==> src/rtl/fourier_pkg.sv <==
// Shared types and defaults for the Fourier synthesizer frequency sweep.
// Optional bidirectional sweep: FOURIER_SWEEP_BIDIR_EN.
package fourier_pkg;

  localparam int unsigned STEP_W_DEF   = 16;
  localparam int unsigned DWELL_W_DEF  = 16;
  localparam int unsigned DEFAULT_STEP = 256;

  typedef enum logic [1:0] {
    IDLE     = 2'd0,
    DWELL_UP = 2'd1,
    DWELL_DN = 2'd2
  } state_t;

endpackage

==> src/rtl/fourier_sweep_ctrl_if.sv <==
// Sweep descriptor valid/ready channel into fourier_sweep_ctrl.
// Optional bidirectional sweep: FOURIER_SWEEP_BIDIR_EN.
interface fourier_sweep_ctrl_if #(
  parameter int unsigned STEP_W  = fourier_pkg::STEP_W_DEF,
  parameter int unsigned DWELL_W = fourier_pkg::DWELL_W_DEF
);

  logic               cfg_valid;
  logic               cfg_ready;
  logic [STEP_W-1:0]  cfg_start_step;
  logic [STEP_W-1:0]  cfg_stop_step;
  logic [STEP_W-1:0]  cfg_inc;
  logic [DWELL_W-1:0] cfg_dwell;
  logic               cfg_loop;

  modport master (
    output cfg_valid,
    output cfg_start_step,
    output cfg_stop_step,
    output cfg_inc,
    output cfg_dwell,
    output cfg_loop,
    input  cfg_ready
  );

  modport slave (
    input  cfg_valid,
    input  cfg_start_step,
    input  cfg_stop_step,
    input  cfg_inc,
    input  cfg_dwell,
    input  cfg_loop,
    output cfg_ready
  );

endinterface

==> src/rtl/fourier_dwell_timer.sv <==
// Loadable down-counter; expire is high while the count sits at zero.
// Optional bidirectional sweep: FOURIER_SWEEP_BIDIR_EN.
module fourier_dwell_timer #(
  parameter int unsigned W = fourier_pkg::DWELL_W_DEF
) (
  input  logic         clk,
  input  logic         rst,
  input  logic         load,
  input  logic [W-1:0] load_val,
  input  logic         enable,
  output logic         expire
);

  logic [W-1:0] r_cnt;

  always_ff @(posedge clk or negedge rst) begin
    if (!rst) begin
      r_cnt <= '0;
    end else if (load) begin
      r_cnt <= load_val;
    end else if (enable && (r_cnt != '0)) begin
      r_cnt <= r_cnt - W'(1);
    end
  end

  assign expire = (r_cnt == '0);

endmodule

==> src/rtl/fourier_sweep_ctrl.sv <==
// Frequency-sweep sequencer driving the synthesizer phase step.
// Optional bidirectional sweep: FOURIER_SWEEP_BIDIR_EN.
module fourier_sweep_ctrl #(
  parameter int unsigned STEP_W       = fourier_pkg::STEP_W_DEF,
  parameter int unsigned DWELL_W      = fourier_pkg::DWELL_W_DEF,
  parameter int unsigned DEFAULT_STEP = fourier_pkg::DEFAULT_STEP
) (
  input  logic              clk,
  input  logic              rst,
  fourier_sweep_ctrl_if.slave cfg,
  input  logic              abort,
  output logic [STEP_W-1:0] phase_step,
  output logic              phase_clr,
  output logic              synth_en,
  output logic [STEP_W-1:0] point_idx,
  output logic              busy,
  output logic              done
);

  import fourier_pkg::*;

  state_t r_state, w_state;

  logic [STEP_W-1:0]  r_start, r_stop, r_inc;
  logic [DWELL_W-1:0] r_dwell;
  logic               r_loop;

  logic [STEP_W-1:0]  r_step, w_step;
  logic [STEP_W-1:0]  r_idx, w_idx;
  logic r_clr, w_clr, r_en, w_en;
  logic r_busy, w_busy, r_done, w_done;

  logic               w_accept, w_load, w_expire, w_tmr_en;
  logic [DWELL_W-1:0] w_load_val;
  logic [STEP_W:0]    w_sum;
  logic               w_up_ok;

  assign cfg.cfg_ready = (r_state == IDLE);
  assign w_accept = cfg.cfg_valid && (r_state == IDLE);
  assign w_tmr_en = (r_state != IDLE);

  // Carry out of the wide sum means the next point is past the range.
  assign w_sum   = {1'b0, r_step} + {1'b0, r_inc};
  assign w_up_ok = (r_inc != '0) && !w_sum[STEP_W] &&
                   (w_sum[STEP_W-1:0] <= r_stop);

  fourier_dwell_timer #(.W(DWELL_W)) u_timer (
    .clk      (clk),
    .rst      (rst),
    .load     (w_load),
    .load_val (w_load_val),
    .enable   (w_tmr_en),
    .expire   (w_expire)
  );

  always_comb begin
    w_state    = r_state;
    w_step     = r_step;
    w_idx      = r_idx;
    w_clr      = 1'b0;
    w_en       = r_en;
    w_busy     = r_busy;
    w_done     = 1'b0;
    w_load     = 1'b0;
    w_load_val = r_dwell;
    unique case (r_state)
      IDLE: begin
        if (w_accept) begin
          w_state    = DWELL_UP;
          w_step     = cfg.cfg_start_step;
          w_idx      = '0;
          w_clr      = 1'b1;
          w_en       = 1'b1;
          w_busy     = 1'b1;
          w_load     = 1'b1;
          w_load_val = cfg.cfg_dwell;
        end
      end
      DWELL_UP: begin
        if (abort) begin
          w_state = IDLE;
          w_en    = 1'b0;
          w_busy  = 1'b0;
        end else if (w_expire) begin
          w_clr  = 1'b1;
          w_load = 1'b1;
          if (w_up_ok) begin
            w_step = w_sum[STEP_W-1:0];
            w_idx  = r_idx + STEP_W'(1);
`ifdef FOURIER_SWEEP_BIDIR_EN
          end else if (r_step != r_start) begin
            w_state = DWELL_DN;
            w_step  = r_step - r_inc;
            w_idx   = r_idx + STEP_W'(1);
`endif
          end else if (r_loop) begin
            w_step = r_start;
            w_idx  = '0;
          end else begin
            w_state = IDLE;
            w_clr   = 1'b0;
            w_load  = 1'b0;
            w_en    = 1'b0;
            w_busy  = 1'b0;
            w_done  = 1'b1;
          end
        end
      end
`ifdef FOURIER_SWEEP_BIDIR_EN
      DWELL_DN: begin
        if (abort) begin
          w_state = IDLE;
          w_en    = 1'b0;
          w_busy  = 1'b0;
        end else if (w_expire) begin
          w_clr  = 1'b1;
          w_load = 1'b1;
          w_idx  = r_idx + STEP_W'(1);
          if (r_step != r_start) begin
            w_step = r_step - r_inc;
          end else if (r_loop) begin
            // Start was just visited on the way down; resume one above it.
            w_state = DWELL_UP;
            w_step  = r_start + r_inc;
          end else begin
            w_state = IDLE;
            w_idx   = r_idx;
            w_clr   = 1'b0;
            w_load  = 1'b0;
            w_en    = 1'b0;
            w_busy  = 1'b0;
            w_done  = 1'b1;
          end
        end
      end
`endif
      default: begin
        w_state = IDLE;
        w_en    = 1'b0;
        w_busy  = 1'b0;
      end
    endcase
  end

  always_ff @(posedge clk or negedge rst) begin
    if (!rst) begin
      r_state <= IDLE;
      r_step  <= STEP_W'(DEFAULT_STEP);
      r_idx   <= '0;
      r_clr   <= 1'b0;
      r_en    <= 1'b0;
      r_busy  <= 1'b0;
      r_done  <= 1'b0;
    end else begin
      r_state <= w_state;
      r_step  <= w_step;
      r_idx   <= w_idx;
      r_clr   <= w_clr;
      r_en    <= w_en;
      r_busy  <= w_busy;
      r_done  <= w_done;
    end
  end

  always_ff @(posedge clk or negedge rst) begin
    if (!rst) begin
      r_start <= '0;
      r_stop  <= '0;
      r_inc   <= '0;
      r_dwell <= '0;
      r_loop  <= 1'b0;
    end else if (w_accept) begin
      r_start <= cfg.cfg_start_step;
      r_stop  <= cfg.cfg_stop_step;
      r_inc   <= cfg.cfg_inc;
      r_dwell <= cfg.cfg_dwell;
      r_loop  <= cfg.cfg_loop;
    end
  end

  assign phase_step = r_step;
  assign phase_clr  = r_clr;
  assign synth_en   = r_en;
  assign point_idx  = r_idx;
  assign busy       = r_busy;
  assign done       = r_done;

endmodule

==> src/flat_wrapper.sv <==
// flat-port wrapper written by rule: the top's interface ports become plain ports
module fourier_sweep_ctrl_flat import fourier_pkg::*;
#(
  parameter int unsigned STEP_W       = fourier_pkg::STEP_W_DEF,
  parameter int unsigned DWELL_W      = fourier_pkg::DWELL_W_DEF,
  parameter int unsigned DEFAULT_STEP = fourier_pkg::DEFAULT_STEP
)
  (clk, rst, abort, phase_step, phase_clr, synth_en, point_idx, busy, done, cfg_cfg_valid, cfg_cfg_start_step, cfg_cfg_stop_step, cfg_cfg_inc, cfg_cfg_dwell, cfg_cfg_loop, cfg_cfg_ready);
  fourier_sweep_ctrl_if #(.STEP_W(STEP_W), .DWELL_W(DWELL_W)) cfg_i ();
  input  logic clk;
  input  logic rst;
  input  logic abort;
  output logic [STEP_W-1:0] phase_step;
  output logic phase_clr;
  output logic synth_en;
  output logic [STEP_W-1:0] point_idx;
  output logic busy;
  output logic done;
  input wire logic [$bits(cfg_i.cfg_valid)-1:0] cfg_cfg_valid;
  input wire logic [$bits(cfg_i.cfg_start_step)-1:0] cfg_cfg_start_step;
  input wire logic [$bits(cfg_i.cfg_stop_step)-1:0] cfg_cfg_stop_step;
  input wire logic [$bits(cfg_i.cfg_inc)-1:0] cfg_cfg_inc;
  input wire logic [$bits(cfg_i.cfg_dwell)-1:0] cfg_cfg_dwell;
  input wire logic [$bits(cfg_i.cfg_loop)-1:0] cfg_cfg_loop;
  output wire logic [$bits(cfg_i.cfg_ready)-1:0] cfg_cfg_ready;
  assign cfg_i.cfg_valid = cfg_cfg_valid;
  assign cfg_i.cfg_start_step = cfg_cfg_start_step;
  assign cfg_i.cfg_stop_step = cfg_cfg_stop_step;
  assign cfg_i.cfg_inc = cfg_cfg_inc;
  assign cfg_i.cfg_dwell = cfg_cfg_dwell;
  assign cfg_i.cfg_loop = cfg_cfg_loop;
  assign cfg_cfg_ready = cfg_i.cfg_ready;
  fourier_sweep_ctrl #(.STEP_W(STEP_W), .DWELL_W(DWELL_W), .DEFAULT_STEP(DEFAULT_STEP)) u_core (.clk(clk), .rst(rst), .cfg(cfg_i), .abort(abort), .phase_step(phase_step), .phase_clr(phase_clr), .synth_en(synth_en), .point_idx(point_idx), .busy(busy), .done(done));
endmodule
==> config.mk <==
export PLATFORM = sky130hd
export DESIGN_NAME = fourier_sweep_ctrl_flat
export DESIGN_NICKNAME = d
export VERILOG_FILES = /design/src/rtl/fourier_pkg.sv /design/src/rtl/fourier_sweep_ctrl_if.sv /design/src/rtl/fourier_dwell_timer.sv /design/src/rtl/fourier_sweep_ctrl.sv /design/src/flat_wrapper.sv
export SDC_FILE = /design/constraint.sdc
export NUM_CORES = 1
export LEC_CHECK = 0
export CAP_MARGIN = 20
export CORE_MARGIN = 5
export CORE_UTILIZATION = 55
export DETAILED_ROUTE_END_ITERATION = 10
export PLACE_DENSITY_LB_ADDON = 0.08
export SLEW_MARGIN = 20
export SYNTH_ARGS = -nofsm -noshare
export SYNTH_HDL_FRONTEND = slang
export SYNTH_HIERARCHICAL = 1
export SYNTH_SLANG_ARGS = --single-unit
==> constraint.sdc <==
create_clock -name clk -period 8.8 [get_ports clk]
set_input_delay 0.88 -clock clk [delete_from_list [all_inputs] [get_ports clk]]
set_output_delay 0.88 -clock clk [all_outputs]
set_load 0.02 [all_outputs]
==> summary.md, run 1 <==
| Metric | Value |
|---|---|
| Status | `complete, no violations` |
| DIE AREA | `0.0151 mm2` |
| Buffer and inverter count on the worst path | `4` |
| DRC | `0` |
| Post-synth ARST share | `100%` |
| Cell Count, Final, Fillers Out | `1088` |
| Setup TNS | `0 ns` |
| PwrDens | `~350 mW/mm2` |
| # H-tree levels | `4` |
| Slowest CP cell | `a311o_1` |
| Top delay family on crit path | `simple AND/OR/NAND/NOR gates` |
| Mapped Nets | `923` |
| PostCTS Resize Cnt | `0` |
| CP Max Fanout | `22` |
| Synth top area share | `40.9%` |
| Critical path type | `reg -> reg` |
| #FFs+latches synth | `116` |
| DR pass1 iterations | `6` |
| R2R Setup Slk | `3.16 ns` |
| Yosys cell types | `72` |
| WL final | `between 15 and 20 mm` |
| Vias in the first global route | `6283` |
| DR vias | `6356` |
| Grt total ovfl | `0` |
| Synth Flop Type | `dfrtp_1` |
| Endpoints failing hold | `0` |
| MaxCap Viol Count | `0` |
| Postcts setup bufs | `0` |
| Fin worst setup slack | `3.16 ns` |
| Vias per cell | `between 5 and 6` |
| Clock slew at reported path FFs | `around 0.060 ns` |
| Cell area after synthesis | `0.00703 mm2` |
| Critical path's largest stage delay | `0.54 ns` |
| Layout cell share with drive strength beyond 1 | `slightly below 7%` |
| Req. time, crit path | `9.07 ns` |
| Startpoint types | `flop` |
| Max VDD drop | `224 uV` |
| Root Buffer | `clkbuf_16` |
| Post-place setup slack | `3.32 ns` |
| Skew-Pair Late Insertion Delay | `0.41 ns` |
| Design area | `0.00869 mm2` |
| Sequential area share after synthesis | `about 41%` |
| Initial drt markers | `between 500 and 600` |
| Final Slew Violations | `0` |
| Fin crit share | `64.1%` |
| Dpl cells | `around 1100` |
| Num Clock Sinks | `between 100 and 150` |
| Total power | `3.04 mW` |
| Port buffer count | `105` |
| Skew final | `0.00726 ns` |
| Area post-placement | `slightly above 0.008 mm2` |
| Hpwl dp | `14.1 mm` |
| CTS Hold Bufs | `0` |
| First-pass GRT wire length | `around 31 mm` |
| Drt wl/cell | `17.9 um` |
| CP cell instances | `ha_1 -> inv_1 -> fa_1 -> nand2b_1 -> a211oi_1 -> o21ai_0 -> a21oi_1 -> xnor2_1 -> inv_1 -> ha_1 -> nand4_1 -> or3_1 -> nor2_1 -> or3_1 -> a311o_1 -> nand2_4 -> inv_2 -> inv_1 -> nor2_1 -> a31oi_1` |
| Syn_area_per_cell | `roughly 8.6 um2` |
| Core region area | `0.0126 mm2` |
| Die W | `123 um` |
| CTS tree | `done` |
| Fin nets | `between 1000 and 1500` |
| Leading post-synthesis cells by cell area | `dfrtp_1 (41%), nand2_1 (11%), ha_1 (6.1%), a211oi_1 (3.0%), o21ai_0 (2.8%)` |
| Die Y | `123 um` |
| ANT cells | `0` |
| Post-Syn Instances | `819` |
| Ys Warns | `6` |
| Worst rel slew slack | `37.5%` |
| Fmax | `177 MHz` |
| CP arrival | `5.91 ns` |
| Rows | `41` |
| Most common cell on crit path | `inv_1` |
| Yosys top cell by area | `dfrtp_1` |
| Total Routing Usage GR | `between 20% and 30%` |
| Layout area overhead | `23.6%` |
| Pin count of the biggest net entering global routing | `97` |
| RSZ-0062 raised after global routing | `no` |
| Initial antenna violation count | `0` |
| DRT antenna net count | `0` |
| RD Place Congestion | `roughly 0.9` |
| Io pins | `approximately 110` |
| Post-synth EDFFs | `0` |
| Cts bufs inserted | `17` |
| Post-layout minimum cycle time | `5.64 ns` |
| Finish-stage setup viols | `0` |
| Min-Delay Path Class | `reg -> reg` |
| Crit end category | `flop` |
| Clock tree buffer depth | `2` |
| Slew @ Worst Pin | `roughly 0.94 ns` |
| Pleak | `3.80 nW` |
| Initial core utilization | `55.9%` |
==> final cells by class <==
class                           instances  area (um2)
Timing Repair Buffer                  110        1090
Tap cell                              172         215
Multi-Input combinational cell        605        3700
Fill cell                            1047        3880
Inverter                               54         203
Sequential cell                       116        2900
Clock inverter                         12         131
Clock buffer                           19         453
==> cells by family (layout without fill, tap and decap cells) <==
group	after synthesis	in the layout	share of synthesized area, %
AND/OR/NAND/NOR	343	343	22.1
multiplexers	16	16	2.31
buffers and inverters	98	195	6.19
flip-flops	116	116	41.3
XOR/XNOR	12	12	1.50
AO/OA/AOI/OAI	199	199	20.3
adder cells (fa/ha/maj)	35	35	6.34
==> path summary, 6_finish.rpt <==
check                                startpoint                  endpoint  depth (start not counted)
setup reg to reg           u_core/phase_step[0]  u_core/u_timer/r_cnt[12]                         20
max in group asynchronous                   rst          u_core/r_stop[4]                          2
min in group asynchronous                   rst       u_core/point_idx[6]                          1
hold reg to reg              u_core/r_dwell[15]        u_core/r_dwell[15]                          2
setup / recovery           u_core/phase_step[0]  u_core/u_timer/r_cnt[12]                         20
hold / removal               u_core/r_dwell[15]        u_core/r_dwell[15]                          2
==> per-layer routing <==
metal  global-route usage (%)  wire (um)
met5                        0          0
met4                     9.27        531
met3                     6.59       1110
met2                     45.3       9590
met1                     32.8       8290
==> synth_stat cells, types with 3 or more instances <==
| cell | number |
|---|---|
| dfrtp_1 | 115 |
| xor2_1 | 3 |
| o2bb2ai_1 | 8 |
| nor3_1 | 13 |
| a22o_1 | 4 |
| nor2_1 | 35 |
| o21ai_1 | 13 |
| ha_1 | 34 |
| or3_1 | 7 |
| a31oi_1 | 20 |
| buf_1 | 3 |
| a21oi_1 | 24 |
| clkbuf_1 | 23 |
| nand4_1 | 12 |
| nand2_1 | 205 |
| a21o_1 | 3 |
| and2_1 | 4 |
| nand2b_1 | 4 |
| buf_4 | 3 |
| a211oi_1 | 28 |
| a21oi_2 | 3 |
| xnor2_1 | 9 |
| o21a_1 | 3 |
| buf_2 | 9 |
| nand4b_1 | 3 |
| nor2b_1 | 8 |
| o31ai_1 | 4 |
| nor4_1 | 7 |
| or4_1 | 6 |
| buf_6 | 6 |
| o21ai_0 | 40 |
| inv_1 | 53 |
| nor4b_1 | 3 |
| nand3_1 | 22 |
| o211ai_1 | 18 |
| mux2i_1 | 14 |
| and3_1 | 6 |
==> worst min-delay path, cell delays in order, from the launching register on <==
cell,delay (ns)
dfrtp_1,0.32
nand2_1,0.06
nand2_1,0.06
==> placed cells by master, fill, tap and decap left out, types with 14 or more instances in the layout <==
master / Yosys / routed
clkdlybuf4s50_1: 0 / 104
nand2_1: 205 / 205
a211oi_1: 28 / 28
clkbuf_16: 0 / 17
nand3_1: 22 / 22
mux2i_1: 14 / 14
dfrtp_1: 115 / 115
nor2_1: 35 / 35
ha_1: 34 / 34
a21oi_1: 24 / 24
a31oi_1: 20 / 20
o21ai_0: 40 / 40
inv_1: 53 / 53
o211ai_1: 18 / 18
==> per-stage QoR <==
| step | hold slack, ns | utilization [%] |
|---|---|---|
| finish | 0.465 | 69.1 |
| global route | 0.493 | 69.1 |
| CTS | 0.471 | 69.1 |
| detailed placement | 0.457 | 64.5 |
| global placement | 0.452 | 64.5 |
| floorplan | 0.439 | - |
==> power by group <==
group | leakage, nW | internal (mW) | switching [mW] | total, mW
combinational | 2.07 | 0.590 | 0.961 | 1.55
sequential | 1.45 | 0.672 | 0.134 | 0.806
clock | 0.277 | 0.429 | 0.253 | 0.682
total | 3.80 | 1.69 | 1.35 | 3.04
==> registers in the layout (all words and copies together), names as in the netlist <==
name and flops:
u_core/r_inc 16, u_core/point_idx 16, u_core/r_loop 1, u_core/busy 1
u_core/u_timer/r_cnt 16, u_core/r_dwell 16, u_core/phase_clr 1, u_core/done 1
u_core/r_stop 16, u_core/r_start 16, u_core/phase_step 16
(Power assumes the default switching activity.)
==> inputs of run 2 (changes only) <==
--- a/config.mk
+++ b/config.mk
@@ -7,7 +7,7 @@
 export LEC_CHECK = 0
 export CAP_MARGIN = 20
 export CORE_MARGIN = 5
-export CORE_UTILIZATION = 55
+export CORE_UTILIZATION = 50
 export DETAILED_ROUTE_END_ITERATION = 10
 export PLACE_DENSITY_LB_ADDON = 0.08
 export SLEW_MARGIN = 20
==> constraint.sdc (replaced) <==
create_clock -name clk -period 4.95 [get_ports clk]
set_input_delay 0.495 -clock clk [delete_from_list [all_inputs] [get_ports clk]]
set_output_delay 0.495 -clock clk [all_outputs]
set_load 0.02 [all_outputs]
==> run 2 against run 1 <==
  * Hold slack worse by 0.36 ns
  * Worst setup slack lost 2.8 ns
  * Register-to-register slack got worse by 2.8 ns
  * Sequential share of layout area down 0.16 points
  * Count of clock-buffer cells in the layout grew 4
==> summary.md, run 2 (synthesized netlist as in run 1, its figures left out) <==
| Metric | Value |
|---|---|
| Crit end category | `flop` |
| Finish-stage setup viols | `0` |
| Layout cell share with drive strength beyond 1 | `7.40%` |
| Setup TNS | `0 ns` |
| Grt total ovfl | `0` |
| Port buffer count | `between 100 and 150` |
| Final Slew Violations | `0` |
| Critical path's largest stage delay | `about 0.4 ns` |
| Initial antenna violation count | `0` |
| Endpoints failing hold | `0` |
| R2r startpoint | `u_core/phase_step[0]` |
| Critical path type | `reg -> reg` |
| Min-Delay Path Class | `in -> async` |
| Num Clock Sinks | `around 120` |
| Initial core utilization | `roughly half` |
| Clock slew at reported path FFs | `~0.050 ns` |
| Pleak | `3.82 nW` |
| Root Buffer | `clkbuf_16` |
| Pin count of the biggest net entering global routing | `76` |
| Max VDD drop | `404 uV` |
| Startpoint types | `flop` |
| Skew final | `0.00863 ns` |
| Top delay family on crit path | `simple AND/OR/NAND/NOR gates` |
| Hpwl dp | `14.1 mm` |
| Fin crit share | `about 93%` |
| Clock tree buffer depth | `2` |
| Buffer and inverter count on the worst path | `4` |
| CP cell instances | `ha_1 -> inv_1 -> fa_1 -> nand2b_1 -> a211oi_2 -> o21ai_0 -> a21oi_1 -> xnor2_1 -> inv_1 -> ha_1 -> nand4_1 -> or3_1 -> nor2_1 -> a21o_2 -> a311o_1 -> nand2_4 -> inv_2 -> clkinvlp_4 -> nor2_1 -> a31oi_1` |
| Worst rel slew slack | `a little over 30%` |
| CP arrival | `4.87 ns` |
| MaxCap Viol Count | `0` |
| DIE AREA | `between 0.015 and 0.02 mm2` |
| Io pins | `106` |
| DRT antenna net count | `0` |
| Crit path from | `u_core/phase_step[0]` |
| Cts bufs inserted | `17` |
| Vias per cell | `5.83` |
| Die Y | `129 um` |
| DR vias | `around 6400` |
| Slowest CP cell | `or3_1` |
| DRC | `0` |
| CP Max Fanout | `15` |
| First-pass GRT wire length | `31.1 mm` |
| Fin nets | `1014` |
| Initial drt markers | `548` |
| Total Routing Usage GR | `a little under a quarter` |
| # H-tree levels | `4` |
| Core Util, Final | `63.2%` |
| RD Place Congestion | `0.917` |
| Skew-Pair Late Insertion Delay | `between 0.4 and 0.5 ns` |
| WL final | `19.4 mm` |
| RSZ-0062 raised after global routing | `no` |
| Post-layout minimum cycle time | `roughly 4.6 ns` |
| # fillers | `approximately 1200` |
| Drt wl/cell | `17.6 um` |
| Fmax | `roughly 220 MHz` |
| Die W | `129 um` |
| Vias in the first global route | `just over 6000` |
| DR pass1 iterations | `5` |
| Rows | `43` |
| Commonest non-fill, non-tap cells in the layout | `nand2_1 (205), dfrtp_1 (115), clkdlybuf4s50_1 (104), inv_1 (52), o21ai_0 (40)` |
| Layout area overhead | `24.2%` |
| Core region area | `0.0138 mm2` |
| Req. time, crit path | `approximately 5.2 ns` |
| Most common cell after layout, fill and taps aside | `nand2_1` |
| CTS tree | `done` |
| Slew @ Worst Pin | `1.05 ns` |
| Status | `complete, no violations` |
| PwrDens | `621 mW/mm2` |
| ANT cells | `0` |
## run 2: changes by cell type in the layout (fill, tap and decap cells not counted), sizes merged
cell      change
buf           +6
bufinv        -1
clkbuf        +4
clkinv        -2
clkinvlp      -2
inv           -2
## run 2: layout make-up
type	count	area (um2)	share of cell area (%)
clock buffer	23	488	5.59
clock inverter	5	52.6	0.602
inverter	54	206	2.36
multi-input combinational	605	3710	42.5
sequential	116	2900	33.3
tap	180	225	2.58
timing repair buffer	116	1150	13.1
## run 2: per-layer routing
layer	routed length, um	GRT usage (%)	vias to the layer above
met1	8340	30.6	3078
met5	0	0	-
met4	268	7.16	0
met2	9520	39.5	241
met3	1230	5.81	20
li1	-	-	3070
## run 2: stage by stage
stage	instance area, um2	worst slack [ns]	hold slack, ns	power, mW	cells
2_1_floorplan	7030	0.302	0.199	3.43	819
3_3_place_gp	8150	0.441	0.452	4.10	1069
3_5_place_dp	8150	0.255	0.458	4.18	1069
4_1_cts	8690	0.217	0.263	5.34	1097
5_1_grt	8730	0.0441	0.159	5.78	1099
6_report	8730	0.353	0.107	5.42	1099
## run 2: final timing paths
kind                            slack [ns]  depth (start not counted)                  endpoint
worst max-delay path                  0.35                         20  u_core/u_timer/r_cnt[12]
worst min-delay path                  0.11                          1       u_core/point_idx[7]
worst max register to register        0.35                         20  u_core/u_timer/r_cnt[12]
worst min register to register        0.47                          2         u_core/r_dwell[6]
max in group asynchronous             3.79                          2   u_core/u_timer/r_cnt[0]
min in group clk                      0.47                          2         u_core/r_dwell[6]
## run 2: worst register-to-register path, delay by kind of cell, from the launching register on
family | cells | cell delay (ns)
xor gates and xnor gates | 1 | 0.18
adders and majority gates | 3 | 0.89
DFF | 1 | 0.38
AOI/OAI and AO/OA | 6 | 1.19
and+or+nand+nor | 6 | 1.23
buffers and inverters | 4 | 0.60
## run 2: power by group
part / switching [mW] / internal, mW / total (mW)
clock network: 0.406 / 0.728 / 1.13
logic: 1.72 / 1.13 / 2.85
registers: 0.245 / 1.19 / 1.44
total: 2.37 / 3.05 / 5.42
## run 2: repair_timing
item                       4_1_cts  5_1_grt
buffers inserted                 0        2
gates resized for setup          0        4
setup endpoints to repair        0       20
hold buffers                     0        0
==> inputs of run 3 (changes only) <==
==> constraint.sdc (replaced) <==
create_clock -name clk -period 4.95 [get_ports clk]
set_input_delay 0.99 -clock clk [delete_from_list [all_inputs] [get_ports clk]]
set_output_delay 0.99 -clock clk [all_outputs]
set_load 0.02 [all_outputs]
==> run 3 against run 2 <==
  * Clock power rose by 20%
  * Clock skew rose by 0.0042 ns
  * Routed wire length barely moved
  * Sequential cell count did not move
  * Via count rose by 0.37%
  * Utilization rose by 0.80 points
  * First-iteration DRC count fell by 7.8%
  * Count of clock-buffer cells in the layout did not move
  * Cell count rose by 0.45%
  * Non-clock buffer count rose by 1
  * Global-route usage rose by 0.24 points
  * Fmax fell by 1.3%
  * Critical endpoint is now u_core/phase_step[6]
==> summary.md, run 3 (synthesized netlist as in run 1, its figures left out) <==
| Metric | Value |
|---|---|
| Global Route met2 Usage | `40.2%` |
| Total power | `5.64 mW` |
| DRT antenna net count | `0` |
| Fin crit share | `a little over nine tenths` |
| Num Clock Sinks | `116` |
| Rows | `43` |
| Crit end category | `flop` |
| Req. time, crit path | `5.26 ns` |
| Status | `complete, no violations` |
| Hpwl dp | `between 10 and 15 mm` |
| Root Buffer | `clkbuf_16` |
| Vias per cell | `5.83` |
| Clock tree buffer depth | `2` |
| Cell Count, Final, Fillers Out | `1104` |
| Vias in the first global route | `roughly 6400` |
| Layout area overhead | `25.8%` |
| Reg power frac | `between 20% and 30%` |
| Area post-placement | `0.00815 mm2` |
| Initial drt markers | `a little over 500` |
| Endpoints failing hold | `0` |
| Met1 Usage GRT | `29.9%` |
| Design area | `0.00884 mm2` |
| Die W | `129 um` |
| WL final | `19.4 mm` |
| Sw frac | `between 40% and 50%` |
| # H-tree levels | `4` |
| Worst rel slew slack | `33.8%` |
| Setup TNS | `0 ns` |
| CTS tree | `done` |
| Max VDD drop | `416 uV` |
| CP arrival | `4.97 ns` |
| Routing usage on met3 | `5.85%` |
| Internal power component | `3.25 mW` |
| ANT cells | `0` |
| Fmax | `215 MHz` |
| Initial core utilization | `50.8%` |
| Combinational power share | `about half` |
| DRC | `0` |
| Skew final | `0.0128 ns` |
| Busiest grt layer | `met2` |
| Cts bufs inserted | `17` |
| Post-layout minimum cycle time | `4.66 ns` |
| DIE AREA | `0.0165 mm2` |
| Startpoint types | `flop` |
| Final Slew Violations | `0` |
| Core region area | `0.0138 mm2` |
| Pin count of the biggest net entering global routing | `76` |
| Critical path type | `reg -> reg` |
| Port buffer count | `105` |
| DR vias | `6433` |
| RSZ-0062 raised after global routing | `no` |
| Most common cell after layout, fill and taps aside | `nand2_1` |
| Layout cell share with drive strength beyond 1 | `7.68%` |
| Die Y | `129 um` |
| CTS Hold Bufs | `0` |
| Commonest non-fill, non-tap cells in the layout | `nand2_1 (205), dfrtp_1 (115), clkdlybuf4s50_1 (104), inv_1 (52), o21ai_0 (40)` |
| Initial antenna violation count | `0` |
| Slew @ Worst Pin | `0.990 ns` |
| MaxCap Viol Count | `0` |
| Io pins | `about 110` |
| Grt total ovfl | `0` |
| Clock slew at reported path FFs | `0.05 ns` |
| Sw power | `2.39 mW` |
| First-pass GRT wire length | `31.3 mm` |
| Skew-Pair Late Insertion Delay | `0.42 ns` |
| Fin nets | `~1000` |
| Dpl cells | `1070` |
| Core Util, Final | `63.9%` |
| Finish-stage setup viols | `0` |
| Pleak | `3.88 nW` |
| RD Place Congestion | `0.934` |
| Min-Delay Path Class | `reg -> reg` |
| DR pass1 iterations | `6` |
| Clock power share | `about a quarter` |
| PwrDens | `638 mW/mm2` |
| Total Routing Usage GR | `23.9%` |
| Drt wl/cell | `17.5 um` |
| CP Max Fanout | `15` |
[run 3: changes by cell type in the layout (fill, tap and decap cells not counted)]
cell	change
clkbuf_1	+1
clkinv_4	+1
buf_4	+2
clkbuf_8	-1
buf_6	-1
a211oi_2	-1
a211oi_1	+1
clkinvlp_4	-1
bufinv_16	+4
[run 3: final cells by class]
type	count	area, um2
Fill cell	1189	4980
Multi-Input combinational cell	605	3700
Inverter	54	206
Clock buffer	23	478
Sequential cell	116	2900
Tap cell	180	225
Timing Repair Buffer	117	1150
Clock inverter	9	174
[run 3: path summary, 6_finish.rpt]
path	start	cells after the start	slack (ns)	endpoint
max	u_core/phase_step[0]	16	0.29	u_core/phase_step[6]
min in group asynchronous	rst	1	0.73	u_core/point_idx[7]
min	u_core/r_dwell[7]	2	0.46	u_core/r_dwell[7]
max reg2reg	u_core/phase_step[0]	16	0.29	u_core/phase_step[6]
min reg2reg	u_core/r_dwell[7]	2	0.46	u_core/r_dwell[7]
max in group asynchronous	rst	2	3.08	u_core/r_inc[0]
[run 3: metal layers]
layer / vias to the layer above / wire (um) / part of all wire, %
li1: 3078 / - / -
met1: 3114 / 8450 / 44
met2: 209 / 9510 / 49
met3: 32 / 1020 / 5.3
met4: 0 / 397 / 2.0
met5: - / 0 / 0
[run 3: power by group through the flow]
stage / Clock (mW) / Sequential [mW] / Combinational (mW)
3_3_place_gp: 0 / 1.43 / 2.66
2_1_floorplan: 0 / 1.44 / 1.99
4_1_cts: 1.38 / 1.43 / 2.76
5_1_grt: 1.42 / 1.47 / 3.13
3_5_place_dp: 0 / 1.44 / 2.73
6_report: 1.36 / 1.43 / 2.85
[run 3: metrics by stage]
stage,setup slack [ns],hold WS [ns]
after floorplan,0.302,0.439
after global placement,0.453,0.452
after detailed placement,0.263,0.457
after CTS,0.234,0.470
after global routing,0.0473,0.485
final,0.295,0.464
[run 3: worst max-delay path, cell delays in order, from the launching register on]
cell and delay [ns]:
dfrtp_1 0.38, ha_1 0.18, inv_1 0.05, fa_1 0.40
nand2b_1 0.23, a21oi_4 0.23, a211oi_1 0.14, o21ai_0 0.21
xor2_1 0.27, ha_1 0.31, a21oi_1 0.15, nand2_1 0.06
a221oi_1 0.38, o211ai_1 0.33, a21oi_2 0.75, a211oi_1 0.20
o31ai_1 0.29
[run 3: what timing repair did]
action | 4_1_cts | 5_1_grt
resized for setup | 0 | 3
setup buffers | 0 | 2
endpoints found under the hold margin | 0 | 0
setup endpoints to repair | 0 | 8
